File: config.mk
export PLATFORM = sky130hd
export DESIGN_NAME = ks_i2s_tx
export DESIGN_NICKNAME = d
export VERILOG_FILES = /design/src/rtl/ks_i2s_tx.sv
export SDC_FILE = /design/constraint.sdc
export NUM_CORES = 1
export LEC_CHECK = 0
export BUFFER_PORTS_ARGS = -buffer_cell sky130_fd_sc_hd__buf_2
export CELL_PAD_IN_SITES_DETAIL_PLACEMENT = 1
export CELL_PAD_IN_SITES_GLOBAL_PLACEMENT = 1
export CORE_MARGIN = 10
export CORE_UTILIZATION = 38
export CTS_CLUSTER_DIAMETER = 40
export DETAILED_ROUTE_END_ITERATION = 16
export PLACE_DENSITY = 0.9
export SYNTH_ARGS = -nofsm -noshare
export SYNTH_HDL_FRONTEND = slang
export SYNTH_SLANG_ARGS = --single-unit
File: constraint.sdc
create_clock -name bck -period 3.5 [get_ports bck]
set_input_delay 0.875 -clock bck [delete_from_list [all_inputs] [get_ports bck]]
set_output_delay 0.875 -clock bck [all_outputs]
set_load 0.005 [all_outputs]
File: src/rtl/ks_i2s_tx.sv
// I2S transmitter: 64-bck frame, 24-bit MSB-first samples, lrck derived from bck; optional KS_STEREO_EN.
// Latency: latch on edge entering k=0, left MSB 1 bck later, right MSB 33 bck later.
// Backpressure: none; req is a one-bck strobe per frame and samples are never stalled.
module ks_i2s_tx (
  input  logic        bck,
  input  logic        rst_n,
  input  logic [23:0] in_l,
  input  logic [23:0] in_r,
  input  logic        mute,
  output logic        lrck,
  output logic        sdata,
  output logic        req
);

  logic [5:0]  cnt;
  logic [5:0]  cnt_nxt;
  logic        latch;
  logic [23:0] hold_l;
  logic [23:0] right_word;
  logic [5:0]  bit_idx;
  logic        sdata_nxt;

  assign cnt_nxt = cnt + 6'd1;
  assign latch   = (cnt_nxt == 6'd0);

`ifdef KS_STEREO_EN
  logic [23:0] hold_r;

  // Right hold register: captures in_r (or zero when muted) at the frame latch.
  always_ff @(negedge bck or negedge rst_n) begin
    if (!rst_n) begin
      hold_r <= 24'd0;
    end else if (latch) begin
      hold_r <= mute ? 24'd0 : in_r;
    end
  end

  assign right_word = hold_r;
`else
  // Mono build: right slot repeats the latched left word; in_r is not used.
  logic unused_in_r;
  assign unused_in_r = ^in_r;
  assign right_word  = hold_l;
`endif

  // Frame counter: reset parks at 63 so the first edge after release enters k=0.
  always_ff @(negedge bck or negedge rst_n) begin
    if (!rst_n) begin
      cnt <= 6'd63;
    end else begin
      cnt <= cnt_nxt;
    end
  end

  // Left hold register: only changes at the frame latch.
  always_ff @(negedge bck or negedge rst_n) begin
    if (!rst_n) begin
      hold_l <= 24'd0;
    end else if (latch) begin
      hold_l <= mute ? 24'd0 : in_l;
    end
  end

  // Select the serial bit for the slot being entered; one-bit delay after each lrck edge.
  always_comb begin
    sdata_nxt = 1'b0;
    bit_idx   = 6'd0;
    if (cnt_nxt >= 6'd1 && cnt_nxt <= 6'd24) begin
      bit_idx   = 6'd24 - cnt_nxt;
      sdata_nxt = hold_l[bit_idx[4:0]];
    end else if (cnt_nxt >= 6'd33 && cnt_nxt <= 6'd56) begin
      bit_idx   = 6'd56 - cnt_nxt;
      sdata_nxt = right_word[bit_idx[4:0]];
    end
  end

  // Registered outputs so lrck, sdata and req all change together on the falling edge.
  always_ff @(negedge bck or negedge rst_n) begin
    if (!rst_n) begin
      lrck  <= 1'b1;
      sdata <= 1'b0;
      req   <= 1'b0;
    end else begin
      lrck  <= cnt_nxt[5];
      sdata <= sdata_nxt;
      req   <= latch;
    end
  end

endmodule

==> flow_metrics.py <==
metrics = {
    "grt": {
        "grt_pass1_vias": 1554,
        "antenna_found_initial": 0,
        "grt_pass1_wl_um": 7140,
        "gr-total-overflow": 0,
        "grt_usage_pct": 11.7,
        "grt_max_degree": 50,
    },
    "run": {
        "cap_viol_max_count": 0,
    },
    "logic_synthesis": {
        "seq_area_frac_synth_pct": 45.5,
        "netlist.area_leader.share_pct": 36.6,
        "netlist_top_cells_count": "35 x nand2_1, 26 x dfrtn_1, 26 x o21ai_0, 24 x nand2b_1, 7 x inv_1",
        "synth_area_leaders": "dfrtn_1 37%, dfstp_2 8.9%, mux4_1 8.9%, nand2b_1 8.4%, nand2_1 7.4%",
        "yosysTopAreaCell": "dfrtn_1",
        "synth_edf_count": 0,
        "syn_inst": 183,
        "synth-async-reset-ratio_pct": 100,
        "yosysMostFrequentCell": "nand2_1",
        "syn_avg_cell_area_um2": 9.72,
        "synth-main-ff-cell": "dfrtn_1",
        "syn-num-nets": 236,
        "synth_warnings": 0,
        "yosys.cell_types.count": 36,
        "mappedNetlistArea_um2": 1780,
        "ys_ff_latch": 32,
    },
    "final_layout": {
        "area_growth_pct": 16.3,
        "fillers": 529,
        "fin_util_pct": 46.5,
        "antenna_cells": 0,
        "layout-drive-gt1-share_pct": 22.5,
        "nets": 266,
    },
    "drt": {
        "ant_nets": 0,
        "vias": 1353,
        "drc": 0,
        "wire_per_inst_um": 15.6,
        "post_drt_via_cell_ratio": 5.11,
        "drt-total-wl_um": 4140,
        "firstDrtPassIters": 3,
        "drtIter0Drc": 53,
    },
    "timing": {
        "setup-violations-final": 1,
        "worstMarginPinSlew_ns": 0.485,
        "rsz0062_at_grt": "yes",
        "final.setup.tns_ns": -0.0888,
        "layout_setup_ws_ns": -0.0888,
        "slew-limit-headroom_pct": 67.7,
        "drv_slew": 0,
        "skew_ns": 0.0586,
        "hold_violations": 0,
    },
    "placed_design": {
        "place.gp.congestion": 0.831,
        "portBuffers": 29,
        "place_hpwl_um": 3130,
        "pre_cts_slack_ns": 0.128,
    },
    "floorplan": {
        "die_width_um": 88.4,
        "initial_core_util_pct": 40.0,
        "die_area_um2": 7810,
        "io_pins": 54,
        "core_area_um2": 4440,
        "die_y_um": 88.4,
        "core.rowCount": 24,
    },
    "critical_path": {
        "reg2reg_from": "cnt[0]",
        "path_cells": "buf_6",
        "worst-path-stages": 1,
        "path_delay_family": "flip-flops",
        "cpPeakStageDelay_ns": 0.53,
        "cp-end-kind": "output port",
        "crit_type": "flip-flop to output port",
        "reg2reg_slack_ns": 0.63,
        "startpoint": "cnt[5]",
        "crit_fanout": 2,
        "reg2reg_depth": 7,
        "start_kind": "flip-flop",
        "crit_arrival_ns": 2.71,
        "r2r_end": "sdata",
        "crit_buf_inv": 1,
        "cp.required_ns": 2.62,
        "cp_slowest_cell": "dfstp_2",
        "cp-endpoint": "lrck",
    },
    "clock_network": {
        "cts_sinks": 32,
        "cts_tree": "yes",
        "htreeDepth": 2,
        "ctsHoldBuffers": 0,
        "numCtsBuffers": 5,
        "clk_latency_ns": 0.35,
        "clockBufferDepth": 2,
        "clkTransAtPathRegs_ns": 0.05,
        "cts-root-buf": "clkbuf_8",
    },
    "status": {
        "outcome": "complete, but fails checks",
        "violations": "negative setup slack",
    },
    "pwr": {
        "leakage_nw": 0.956,
        "vdd_drop_max_mv": 0.273,
        "cellPowerDensity_nw_per_um2": 374,
    },
    "worst_hold_path": {
        "hp-class": "flip-flop to flip-flop",
    },
}
-- final cells by class --
type / count / area [µm²] / share of cell area (%)
Clock buffer: 7 / 108 / 5.21
Sequential cell: 32 / 808 / 39.1
Clock inverter: 6 / 22.5 / 1.09
Multi-Input combinational cell: 129 / 860 / 41.6
Inverter: 6 / 22.5 / 1.09
Timing Repair Buffer: 33 / 181 / 8.78
Tap cell: 52 / 65.1 / 3.15
-- layer usage --
| layer | up-vias | share of wire [%] | GRT usage, % | routed length, µm |
|---|---|---|---|---|
| met5 | - | 0 | 0 | 0 |
| met4 | 0 | 1.4 | 4.41 | 59 |
| met3 | 7 | 5.4 | 4.32 | 224 |
| met2 | 25 | 51 | 20.4 | 2120 |
| met1 | 641 | 42 | 12.7 | 1740 |
| li1 | 680 | - | - | - |
-- state kept, by name, summed over array words and instances (netlist names) --
register,cells
cnt,6
hold_l,24
req,1
sdata,1
-- layout by cell type (no fill, tap or decap), drive strengths merged --
| cell | netlist | routed |
|---|---|---|
| nor2 | 2 | 2 |
| dfrtn | 26 | 26 |
| and2 | 2 | 2 |
| buf | 10 | 33 |
| o2bb2ai | 1 | 1 |
| a211o | 2 | 2 |
| o21ai | 27 | 27 |
| nor3 | 2 | 2 |
| mux2i | 2 | 2 |
| mux2 | 1 | 1 |
| a31oi | 1 | 1 |
| a21oi | 2 | 2 |
| dfstp | 6 | 6 |
| nand4 | 1 | 1 |
| nand2b | 24 | 24 |
| nand3 | 4 | 4 |
| nand3b | 1 | 1 |
| o2111a | 1 | 1 |
| o22ai | 1 | 1 |
| a22o | 1 | 1 |
| nand2 | 35 | 35 |
| inv | 7 | 12 |
| clkbuf | 5 | 7 |
| and2b | 1 | 1 |
| or3 | 1 | 1 |
| xor2 | 2 | 2 |
| mux4 | 6 | 6 |
| xnor2 | 3 | 3 |
| nand4b | 1 | 1 |
| ha | 2 | 2 |
| o221ai | 1 | 1 |
| o211a | 2 | 2 |
-- metrics by stage --
stage	cells	instance area [µm²]	power [mW]	hold WS, ns
after floorplan	183	1780	0.401	0.402
after global placement	252	1930	0.426	0.413
after detailed placement	252	1930	0.427	0.425
after CTS	265	2060	0.782	0.425
after global routing	265	2070	0.815	0.449
final	265	2070	0.774	0.422
-- power breakdown --
| group | total (mW) | leakage (nW) | internal (mW) | switching (mW) |
|---|---|---|---|---|
| Sequential | 0.372 | 0.296 | 0.372 | 0 |
| Clock | 0.366 | 0.0874 | 0.208 | 0.158 |
| Combinational | 0.0353 | 0.573 | 0.0182 | 0.0171 |
| Total | 0.774 | 0.956 | 0.599 | 0.175 |
-- logic make-up (layout without fill, tap and decap cells) --
kind of cell	after synthesis	after routing	synth area share [%]
buffers and inverters	22	52	6.19
AND/OR/NAND/NOR	74	74	20.8
flip-flops	32	32	45.5
AO/OA/AOI/OAI	39	39	13.1
XOR/XNOR	5	5	2.46
adder cells (fa/ha/maj)	2	2	1.41
multiplexers	9	9	10.6
-- worst min path at each step --
stage | start | to | slack (ns) | depth (start not counted)
after floorplan | hold_l[13] | hold_l[13] | 0.40 | 2
after global placement | hold_l[16] | hold_l[16] | 0.41 | 2
after detailed placement | hold_l[5] | hold_l[5] | 0.42 | 2
after CTS | hold_l[5] | hold_l[5] | 0.42 | 2
after global routing | hold_l[5] | hold_l[5] | 0.45 | 2
final | hold_l[5] | hold_l[5] | 0.42 | 2
-- repair_timing --
item	4_1_cts	5_1_grt
gates cloned	0	0
resized for setup	0	1
setup endpoints to repair	1	1
setup buffers	1	0
Note: power is estimated with default switching activity, not from simulation.
